### src/rtl/plru_pkg.sv
`default_nettype none
// ============================================================================
// Module   : plru_pkg
// Brief    : Shared width constants and heap path/leaf helpers for tree-PLRU
//            replacement logic and sibling arbiter blocks.
// Revision : 1.0 - initial release
// ============================================================================
package plru_pkg;

  localparam int PLRU_MAX_WAYS   = 64;
  localparam int PLRU_MAX_WAY_W  = 6;
  localparam int PLRU_MAX_NODES  = PLRU_MAX_WAYS - 1;
  localparam int PLRU_NODE_IDX_W = 6;

  typedef logic [PLRU_MAX_NODES-1:0] plru_nodes_t;

  // Heap index of the node visited at 'level' on the way to leaf 'way'.
  function automatic int plru_path_node(input int level, input int way, input int way_w);
    return ((1 << level) - 1) + (way >> (way_w - level));
  endfunction

  // Node value that marks the branch toward 'way' as most recent.
  function automatic logic plru_path_dir(input int level, input int way, input int way_w);
    return ((way >> (way_w - 1 - level)) & 1) == 0;
  endfunction

  function automatic int plru_leaf_node(input int way, input int ways);
    return ways - 1 + way;
  endfunction

  function automatic int plru_leaf_way(input int leaf, input int ways);
    return leaf - (ways - 1);
  endfunction

  // Promote 'way' to MRU: rewrite every node on its root-to-leaf path.
  function automatic plru_nodes_t plru_touch(input plru_nodes_t nodes, input int way,
                                             input int way_w);
    plru_nodes_t r;
    r = nodes;
    for (int l = 0; l < PLRU_MAX_WAY_W; l++) begin
      if (l < way_w) begin
        r[PLRU_NODE_IDX_W'(plru_path_node(l, way, way_w))] = plru_path_dir(l, way, way_w);
      end
    end
    return r;
  endfunction

endpackage : plru_pkg
`default_nettype wire

### src/rtl/plru_victim_walk.sv
`default_nettype none
// ============================================================================
// Module   : plru_victim_walk
// Brief    : Combinational tree walk from node bits and lock mask to a victim.
// Revision : 1.0 - initial release
// ============================================================================
module plru_victim_walk
  import plru_pkg::*;
#(
  parameter  int WAYS  = 4,
  localparam int WAY_W = $clog2(WAYS)
) (
  input  logic [WAYS-2:0]  nodes,
  input  logic [WAYS-1:0]  lock_mask,
  output logic [WAY_W-1:0] way,
  output logic             none
);

  // Internal nodes followed by leaves, all in one heap-indexed vector.
  localparam int HEAP_N = 2 * WAYS - 1;
  localparam int IDX_W  = $clog2(HEAP_N);

  typedef logic [HEAP_N-1:0] heap_t;

  function automatic heap_t subtree_locked(input logic [WAYS-1:0] m);
    heap_t f;
    f = '0;
    f[HEAP_N-1:WAYS-1] = m;
    for (int n = WAYS - 2; n >= 0; n--) begin
      f[IDX_W'(n)] = f[IDX_W'(2 * n + 1)] & f[IDX_W'(2 * n + 2)];
    end
    return f;
  endfunction

  // A fully locked preferred subtree diverts the walk to its sibling.
  function automatic logic [WAY_W-1:0] walk(input heap_t nb, input heap_t full);
    logic [IDX_W-1:0] cur;
    logic             go_right;
    cur = '0;
    for (int l = 0; l < WAY_W; l++) begin
      go_right = nb[cur];
      if (go_right && full[IDX_W'(2 * cur + 2)]) begin
        go_right = 1'b0;
      end else if (!go_right && full[IDX_W'(2 * cur + 1)]) begin
        go_right = 1'b1;
      end
      cur = go_right ? IDX_W'(2 * cur + 2) : IDX_W'(2 * cur + 1);
    end
    return WAY_W'(plru_leaf_way(int'(cur), WAYS));
  endfunction

  heap_t full;
  heap_t node_ext;

  always_comb begin
    full     = subtree_locked(lock_mask);
    node_ext = {{WAYS{1'b0}}, nodes};
    none     = full[0];
    way      = full[0] ? '0 : walk(node_ext, full);
  end

endmodule : plru_victim_walk
`default_nettype wire

### src/rtl/plru_replace_ctrl.sv
`default_nettype none
// ============================================================================
// Module   : plru_replace_ctrl
// Brief    : Per-set tree-PLRU state with hit touch and victim request/response.
//            Define PLRU_LOCK_EN to add lock_mask and locked-way exclusion.
// Revision : 1.0 - initial release
// ============================================================================
module plru_replace_ctrl
  import plru_pkg::*;
#(
  parameter  int WAYS     = 4,
  parameter  int NUM_SETS = 16,
  localparam int SET_W    = (NUM_SETS > 1) ? $clog2(NUM_SETS) : 1,
  localparam int WAY_W    = $clog2(WAYS)
) (
  input  logic             clk,
  input  logic             rst,
  input  logic             touch_vld,
  input  logic [SET_W-1:0] touch_set,
  input  logic [WAY_W-1:0] touch_way,
  input  logic             req_vld,
  output logic             req_rdy,
  input  logic [SET_W-1:0] req_set,
  output logic             vict_vld,
  input  logic             vict_rdy,
  output logic [WAY_W-1:0] vict_way,
  output logic             vict_none
`ifdef PLRU_LOCK_EN
  ,
  input  logic [WAYS-1:0]  lock_mask
`endif
);

  localparam int NODES = WAYS - 1;

  logic [NODES-1:0] tree     [NUM_SETS];
  logic [NODES-1:0] tree_nxt [NUM_SETS];
  logic [NODES-1:0] req_nodes;
  logic [WAYS-1:0]  walk_lock;
  logic [WAY_W-1:0] walk_way;
  logic             walk_none;
  logic [WAY_W-1:0] next_way;
  logic             next_none;
  logic             req_in_range;
  logic             accept;
  logic             alloc;

`ifdef PLRU_LOCK_EN
  assign walk_lock = lock_mask;
`else
  assign walk_lock = '0;
`endif

  assign req_rdy      = ~vict_vld | vict_rdy;
  assign accept       = req_vld & req_rdy;
  assign req_in_range = int'(req_set) < NUM_SETS;

  always_comb begin
    req_nodes = '0;
    for (int s = 0; s < NUM_SETS; s++) begin
      if (req_set == SET_W'(s)) begin
        req_nodes = tree[s];
      end
    end
  end

  plru_victim_walk #(
    .WAYS (WAYS)
  ) u_walk (
    .nodes     (req_nodes),
    .lock_mask (walk_lock),
    .way       (walk_way),
    .none      (walk_none)
  );

  assign next_none = ~req_in_range | walk_none;
  assign next_way  = next_none ? '0 : walk_way;
  assign alloc     = accept & ~next_none;

  // Allocate-touch first, then the explicit touch, so the hit wins shared nodes.
  for (genvar s = 0; s < NUM_SETS; s++) begin : g_set
    plru_nodes_t work;
    always_comb begin
      work = '0;
      work[NODES-1:0] = tree[s];
      if (alloc && req_set == SET_W'(s)) begin
        work = plru_touch(work, int'(walk_way), WAY_W);
      end
      if (touch_vld && touch_set == SET_W'(s)) begin
        work = plru_touch(work, int'(touch_way), WAY_W);
      end
    end
    assign tree_nxt[s] = work[NODES-1:0];
  end

  always_ff @(posedge clk or posedge rst) begin
    if (rst) begin
      tree <= '{default: '0};
    end else begin
      tree <= tree_nxt;
    end
  end

  always_ff @(posedge clk or posedge rst) begin
    if (rst) begin
      vict_vld  <= 1'b0;
      vict_way  <= '0;
      vict_none <= 1'b0;
    end else if (accept) begin
      vict_vld  <= 1'b1;
      vict_way  <= next_way;
      vict_none <= next_none;
    end else if (vict_rdy) begin
      vict_vld  <= 1'b0;
    end
  end

endmodule : plru_replace_ctrl
`default_nettype wire

### config.mk
export PLATFORM = sky130hd
export DESIGN_NAME = plru_replace_ctrl
export DESIGN_NICKNAME = d
export VERILOG_FILES = /design/src/rtl/plru_pkg.sv /design/src/rtl/plru_victim_walk.sv /design/src/rtl/plru_replace_ctrl.sv
export SDC_FILE = /design/constraint.sdc
export NUM_CORES = 1
export LEC_CHECK = 0
export ABC_AREA = 1
export BUFFER_PORTS_ARGS = -buffer_cell sky130_fd_sc_hd__buf_2
export CORE_ASPECT_RATIO = 0.75
export CORE_MARGIN = 5
export CORE_UTILIZATION = 45
export CTS_CLUSTER_DIAMETER = 80
export DETAILED_ROUTE_END_ITERATION = 16
export HOLD_SLACK_MARGIN = 0.12
export MAX_ROUTING_LAYER = met4
export PLACE_DENSITY = 0.74
export SKIP_CTS_REPAIR_TIMING = 1
export SLEW_MARGIN = 20
export SYNTH_ARGS = -nofsm -noshare
export SYNTH_HDL_FRONTEND = slang
export SYNTH_SLANG_ARGS = --single-unit
### constraint.sdc
create_clock -name clk -period 1.8 [get_ports clk]
set_clock_uncertainty 0.15 [all_clocks]
set_input_delay 0.09 -clock clk [delete_from_list [all_inputs] [get_ports clk]]
set_output_delay 0.09 -clock clk [all_outputs]
set_load 0.05 [all_outputs]
==> results of run 1 <==
-- sequential cells by signal, summed over array words and instances (netlist names) --
signal	cells
vict_vld	1
tree	48
vict_way	2
-- cells in the final DEF (no fill, tap or decap), types with 8 or more instances in the layout --
cell type	instances
sky130_fd_sc_hd__nand2_1	177
sky130_fd_sc_hd__dfrtp_1	50
sky130_fd_sc_hd__nor2_2	12
sky130_fd_sc_hd__o21ai_0	12
sky130_fd_sc_hd__buf_2	18
sky130_fd_sc_hd__a21oi_1	11
sky130_fd_sc_hd__nand3_2	10
sky130_fd_sc_hd__o21ai_1	12
sky130_fd_sc_hd__buf_4	43
sky130_fd_sc_hd__nor2_1	85
sky130_fd_sc_hd__nand3_1	33
sky130_fd_sc_hd__nand4_1	8
sky130_fd_sc_hd__inv_1	78
-- synthesized netlist by cell type --
cell	number	area share (%)
sky130_fd_sc_hd__nor3_1	4	0.57
sky130_fd_sc_hd__conb_1	1	0.11
sky130_fd_sc_hd__or2_1	1	0.18
sky130_fd_sc_hd__nor2_4	1	0.32
sky130_fd_sc_hd__o21ai_0	23	3.3
sky130_fd_sc_hd__nand3_2	1	0.29
sky130_fd_sc_hd__buf_6	2	0.64
sky130_fd_sc_hd__inv_2	1	0.11
sky130_fd_sc_hd__or2_2	4	0.71
sky130_fd_sc_hd__nor2_1	97	10
sky130_fd_sc_hd__buf_2	3	0.43
sky130_fd_sc_hd__inv_1	80	8.6
sky130_fd_sc_hd__o211ai_1	6	1.3
sky130_fd_sc_hd__a31oi_1	3	0.54
sky130_fd_sc_hd__clkbuf_1	6	0.64
sky130_fd_sc_hd__o21bai_2	3	0.96
sky130_fd_sc_hd__a21oi_1	17	2.4
sky130_fd_sc_hd__nand3_1	43	6.1
sky130_fd_sc_hd__o21bai_1	1	0.21
sky130_fd_sc_hd__nand3b_1	1	0.21
sky130_fd_sc_hd__nand4_2	1	0.36
sky130_fd_sc_hd__nand2_4	2	0.64
sky130_fd_sc_hd__xor2_1	1	0.25
sky130_fd_sc_hd__nand4_1	8	1.4
sky130_fd_sc_hd__or2_0	1	0.18
sky130_fd_sc_hd__nand2_1	181	19
sky130_fd_sc_hd__o21ai_1	3	0.43
sky130_fd_sc_hd__buf_4	2	0.43
sky130_fd_sc_hd__dfrtp_1	51	36
sky130_fd_sc_hd__o21a_1	5	1.1
sky130_fd_sc_hd__a21boi_0	1	0.21
sky130_fd_sc_hd__nor2_2	3	0.54
sky130_fd_sc_hd__nand2_2	3	0.54
-- worst reg2reg max path, stage by stage, from the launching register on --
cell and delay, ps:
sky130_fd_sc_hd__dfrtp_1 390, sky130_fd_sc_hd__nand3_1 100, sky130_fd_sc_hd__nand3_2 80, sky130_fd_sc_hd__nor2_2 120, sky130_fd_sc_hd__nand4_1 120, sky130_fd_sc_hd__nand2_1 110
sky130_fd_sc_hd__nand4_1 100, sky130_fd_sc_hd__nand2_1 100, sky130_fd_sc_hd__nand3_2 80, sky130_fd_sc_hd__nand2_4 110, sky130_fd_sc_hd__nand2_8 100, sky130_fd_sc_hd__buf_12 170
sky130_fd_sc_hd__nor2_2 90, sky130_fd_sc_hd__nand2_1 60, sky130_fd_sc_hd__nand3_1 90, sky130_fd_sc_hd__nand2_1 60
-- cells by family after synthesis --
kind of cell	after synthesis	share of synthesized area (%)
AND/OR/NAND/NOR	351	41.9
buffers and inverters	94	10.8
AO/OA/AOI/OAI	62	10.4
flip-flops	51	36.5
XOR/XNOR	1	0.250
other	1	0.107
-- area by class of cell --
| class | instances | share of cell area (%) |
|---|---|---|
| clock buffer | 7 | 1.70 |
| inverter | 81 | 7.06 |
| multi-input combinational | 416 | 45.6 |
| sequential | 51 | 28.5 |
| tap | 101 | 2.82 |
| timing repair buffer | 75 | 14.4 |
-- path summary, 6_finish.rpt --
| kind | depth (start not counted) | start | slack, ps | end |
|---|---|---|---|---|
| max in group asynchronous | 4 | rst | 1030 | vict_vld |
| hold / removal | 5 | req_vld | 150 | vict_way[0] |
| hold reg to reg | 2 | vict_way[0] | 340 | vict_way[0] |
| setup / recovery | 15 | tree[45] | -350 | tree[25] |
| min in group asynchronous | 4 | rst | 220 | tree[32] |
| setup reg to reg | 15 | tree[45] | -350 | tree[25] |
-- power breakdown --
part / leakage, nW / internal, W / switching (W) / total (W)
logic: 1.54 / 0.000662 / 0.000940 / 0.00160
registers: 0.604 / 0.00151 / 0.000241 / 0.00175
clock network: 0.0383 / 0.000269 / 0.000380 / 0.000649
-- metrics by stage --
stage	util [%]	setup slack [ps]	hold WS [ps]
5_1_grt	60.1	-476	193
4_1_cts	55.5	-334	-333
6_report	60.1	-347	151
3_3_place_gp	54.5	-357	11.6
2_1_floorplan	-	10.5	200
3_5_place_dp	54.5	-428	7.39
-- metal layers --
layer,up-vias,track usage (%),part of all wire [%]
li1,1889,-,-
met1,1825,31.5,45
met2,173,35.7,45
met3,28,3.00,7.8
met4,0,6.19,2.2
met5,-,-,0
==> impl_metrics.yaml, run 1 <==
status:
  status: "finished, violations left"
  failing_checks: "setup timing"
routing:
  drtPass1Iterations: 5
  drt-initial-drc-count: 400
  antenna_left: 0
  routed_via_density: 5.36
  post-route-drc-count: 0
  wl_per_cell_um: 15.6
  routed_wl_mm: 11.4
  num_vias: 3915
setup_path:
  crit_path_buf_inv_count: 1
  timing.setup.critical_path_class: "reg -> reg"
  cp_data_arrival_time_ps: 2190
  critical-path-max-stage-delay_ps: 390
  timing.critical_path.to_type: "flop"
  crit_chain: "nand3_1 -> nand3_2 -> nor2_2 -> nand4_1 -> nand2_1 -> nand4_1 -> nand2_1 -> nand3_2 -> nand2_4 -> nand2_8 -> buf_12 -> nor2_2 -> nand2_1 -> nand3_1 -> nand2_1"
  critPathMaxFanout: 6
  critical-path-top-delay-family: "simple AND/OR/NAND/NOR gates"
  crit_slowest_cell: "sky130_fd_sc_hd__dfrtp_1"
  crit_required_ps: 1850
  critical_path.startpoint_type: "flop"
  worst_path_most_repeated_cell: "sky130_fd_sc_hd__nand2_1"
pwr:
  cellPowerDensity_nw_per_um2: 893
  irDropWorstVdd_mv: 0.521
  final_power_w: 0.00401
  power.static_leakage_nw: 2.18
timing:
  timing.setup.tns_ps: -12190
  rsz0062_at_grt: "true"
  period_minus_slack_ps: 2150
  finalMaxSlewViolations: 0
  fmax_mhz: 466
  post_route_clock_period_utilization_pct: 119
  finalHoldViolCount: 0
  timing.max_slew.rel_slack_pct: 43.2
  final_critical_path_setup_slack_ps: -347
  slew_worst_pin_ps: 849
  finalSetupViolations: 48
grt:
  grt_util_all_layers_pct: 22.9
  grt_pass1_vias: 3583
  global_route_wire_length_before_repair_mm: 17.3
  overflow: 0
  grt_antenna_before_repair: 0
  grt_max_degree: 52
clock_tree:
  clock-sinks: 51
  cts_inserted_buffers: 5
  clk-insertion-delay-late_ps: 310
  cts_tree: "done"
  cts.path.max_buffers: 2
  htree_num_levels: 2
  cts.clk_slew.worst_paths_ps: 90
  clockRootBuffer: "sky130_fd_sc_hd__clkbuf_8"
place:
  placed_cells_incl_taps: 713
  placed_area_um2: 4070
  detailed_place_hpwl_mm: 7.90
  gp_congestion: 0.955
  portBuffers: 18
run:
  max-cap-violations: 0
yosys:
  syn-num-nets: 575
  synthesis.instances: 560
  syn_avg_cell_area_um2: 6.25
  synth-seq-area-share_pct: 36.5
  post_synth_num_cell_types: 33
  total_standard_cell_area_after_synthesis_um2: 3500
  synth.yosys.warnings: 0
  flop_and_latch_count_out_of_synthesis: 51
worst_hold_path:
  hold_path_class: "in -> reg"
layout:
  sequential_cell_area_um2: 1280
  multi_input_gate_area_um2: 2040
  drive_above_1_share_pct: 21.1
  diodes: 0
  post_layout_nonfiller_instances: 731
  final_net_count: 645
  syn2layout_area_growth_pct: 28.1
  filler_cell_count_in_the_final_layout: 687
  stdcell_area_um2: 4480
floorplan:
  core.rowCount: 27
  coreArea_um2: 7470
  die-area_um2: 9660
  i_o_pins: 20
  floorplan.initialDensity_pct: 46.9
  die_h_um: 86.4
  die_width_um: 112
Power figures use the tool's default switching activity.
==> run 2, diff against run 1 <==
--- a/config.mk
+++ b/config.mk
@@ -7,14 +7,17 @@
 export LEC_CHECK = 0
 export ABC_AREA = 1
 export BUFFER_PORTS_ARGS = -buffer_cell sky130_fd_sc_hd__buf_2
+export CELL_PAD_IN_SITES_DETAIL_PLACEMENT = 0
+export CELL_PAD_IN_SITES_GLOBAL_PLACEMENT = 2
 export CORE_ASPECT_RATIO = 0.75
 export CORE_MARGIN = 5
-export CORE_UTILIZATION = 45
+export CORE_UTILIZATION = 30
 export CTS_CLUSTER_DIAMETER = 80
 export DETAILED_ROUTE_END_ITERATION = 16
+export GPL_TIMING_DRIVEN = 1
 export HOLD_SLACK_MARGIN = 0.12
 export MAX_ROUTING_LAYER = met4
-export PLACE_DENSITY = 0.74
+export PLACE_DENSITY = 0.86
 export SKIP_CTS_REPAIR_TIMING = 1
 export SLEW_MARGIN = 20
 export SYNTH_ARGS = -nofsm -noshare
==> run 2 against run 1 <==
The run still ends with setup timing left. Maximum frequency increased by 2.4%. Global-route usage decreased by 5.1 points. Final cell count increased by 8.9%. Critical endpoint is now tree[43].
==> impl_metrics.yaml, run 2 (same netlist as run 1, synthesis figures left out) <==
clock_tree:
  cts.path.max_buffers: 2
  cts_tree: "done"
  clock-sinks: 51
  htree_num_levels: 2
  clk-insertion-delay-late_ps: 300
  cts.clk_slew.worst_paths_ps: 70
  clockRootBuffer: "sky130_fd_sc_hd__clkbuf_16"
  cts_inserted_buffers: 5
timing:
  post_route_clock_period_utilization_pct: 117
  period_minus_slack_ps: 2100
  slew_worst_pin_ps: 796
  finalSetupViolations: 48
  timing.max_slew.rel_slack_pct: 46.9
  rsz0062_at_grt: "true"
  final_critical_path_setup_slack_ps: -298
  fmax_mhz: 477
  finalHoldViolCount: 0
  finalMaxSlewViolations: 0
place:
  placed_cells_incl_taps: 785
  detailedPlace.worstSlack_ps: -382
  gp_congestion: 0.900
  detailed_place_hpwl_mm: 8.74
  portBuffers: 18
layout:
  post_layout_nonfiller_instances: 796
  largestRegisters: "tree (48), vict_way (2), vict_vld (1)"
  multi_input_gate_area_um2: 1960
  filler_cell_count_in_the_final_layout: 1227
  syn2layout_area_growth_pct: 29.2
  drive_above_1_share_pct: 21.0
  final_net_count: 648
  diodes: 0
  commonest_cells_after_routing_fill_and_taps_aside: "sky130_fd_sc_hd__nand2_1 (175), sky130_fd_sc_hd__nor2_1 (84), sky130_fd_sc_hd__inv_1 (79), sky130_fd_sc_hd__buf_4 (51), sky130_fd_sc_hd__dfrtp_1 (50)"
  regMostFlops: "tree"
  sequential_cell_area_um2: 1280
  mostFrequentLayoutCell: "sky130_fd_sc_hd__nand2_1"
  largest_register_ffs: 48
setup_path:
  timing.setup.critical_path_class: "reg -> reg"
  timing.critical_path.to_type: "flop"
  crit_required_ps: 1890
  cp_data_arrival_time_ps: 2180
  critical_path.startpoint_type: "flop"
  critPathMaxFanout: 21
grt:
  grt_max_degree: 52
  grt_pass1_vias: 3548
  grt_util_all_layers_pct: 17.7
  global_route_wire_length_before_repair_mm: 18.9
  overflow: 0
  grt_antenna_before_repair: 0
pwr:
  final_power_w: 0.00427
  power.static_leakage_nw: 2.20
  irDropWorstVdd_mv: 0.411
  cellPowerDensity_nw_per_um2: 944
floorplan:
  coreArea_um2: 11500
  floorplan.initialDensity_pct: 30.4
  die-area_um2: 14000
  die_h_um: 104
  die_width_um: 135
  core.rowCount: 34
  i_o_pins: 20
routing:
  num_vias: 3687
  wl_per_cell_um: 14.7
  post-route-drc-count: 0
  routed_via_density: 4.63
  drtPass1Iterations: 5
  antenna_left: 0
  routed_wl_mm: 11.7
  drt-initial-drc-count: 186
worst_hold_path:
  hold_path_class: "in -> reg"
status:
  failing_checks: "setup timing"
  status: "finished, violations left"
run:
  max-cap-violations: 0
-- run 2: cell types whose count changed in the layout (fill, tap and decap cells not counted), sizes merged --
cell	delta
inv	+1
clkbuf	-2
clkinv	-1
nand2	-1
dlygate4sd3	-2
buf	+9
-- run 2: worst max-delay path: stages, from the launching register on --
cell,delay [ps]
sky130_fd_sc_hd__dfrtp_1,400
sky130_fd_sc_hd__nand3_1,90
sky130_fd_sc_hd__nand3_1,90
sky130_fd_sc_hd__nor2_2,110
sky130_fd_sc_hd__nand4_1,120
sky130_fd_sc_hd__nand2_1,90
sky130_fd_sc_hd__nand4_1,100
sky130_fd_sc_hd__nand2_2,90
sky130_fd_sc_hd__nand3_2,80
sky130_fd_sc_hd__nand2_4,80
sky130_fd_sc_hd__nand2_4,90
sky130_fd_sc_hd__buf_12,180
sky130_fd_sc_hd__buf_4,140
sky130_fd_sc_hd__o21bai_2,100
sky130_fd_sc_hd__nand3_1,80
sky130_fd_sc_hd__nand2_1,60
-- run 2: power by group --
part | leakage, nW | switching (W) | internal (W) | total, W
clock | 0.0772 | 0.000453 | 0.000594 | 0.00105
sequential | 0.604 | 0.000243 | 0.00152 | 0.00176
combinational | 1.51 | 0.000858 | 0.000607 | 0.00146
total | 2.20 | 0.00155 | 0.00272 | 0.00427
-- run 2: per-stage QoR --
stage	setup TNS [ps]	utilization, %	cell area (µm²)	hold slack, ps
floorplan	0	-	3530	200
global placement	-13550	36.7	4230	18.0
detailed placement	-14290	36.7	4230	24.5
CTS	-10870	38.1	4390	-303
global route	-18900	39.2	4520	130
finish	-8740	39.2	4520	95.7
-- run 2: metal layers --
layer / vias up / global-route usage, % / wire (µm)
li1: 1888 / - / -
met1: 1706 / 25.9 / 6120
met2: 78 / 25.8 / 4950
met3: 15 / 3.05 / 468
met4: 0 / 3.63 / 155
met5: - / - / 0
-- run 2: layout make-up --
class	instances	area share (%)
tap	162	4.48
inverter	81	6.72
timing repair buffer	79	13.6
clock buffer	8	3.46
multi-input combinational	415	43.4
sequential	51	28.3
-- run 2: worst paths after layout --
check | startpoint | end | slack [ps] | cells after the start
setup / recovery | tree[39] | tree[43] | -300 | 15
setup reg to reg | tree[39] | tree[43] | -300 | 15
hold reg to reg | vict_way[1] | vict_way[1] | 340 | 2
hold / removal | req_vld | vict_vld | 100 | 4
min in group asynchronous | rst | tree[6] | 220 | 4
max in group asynchronous | rst | tree[16] | 1000 | 4
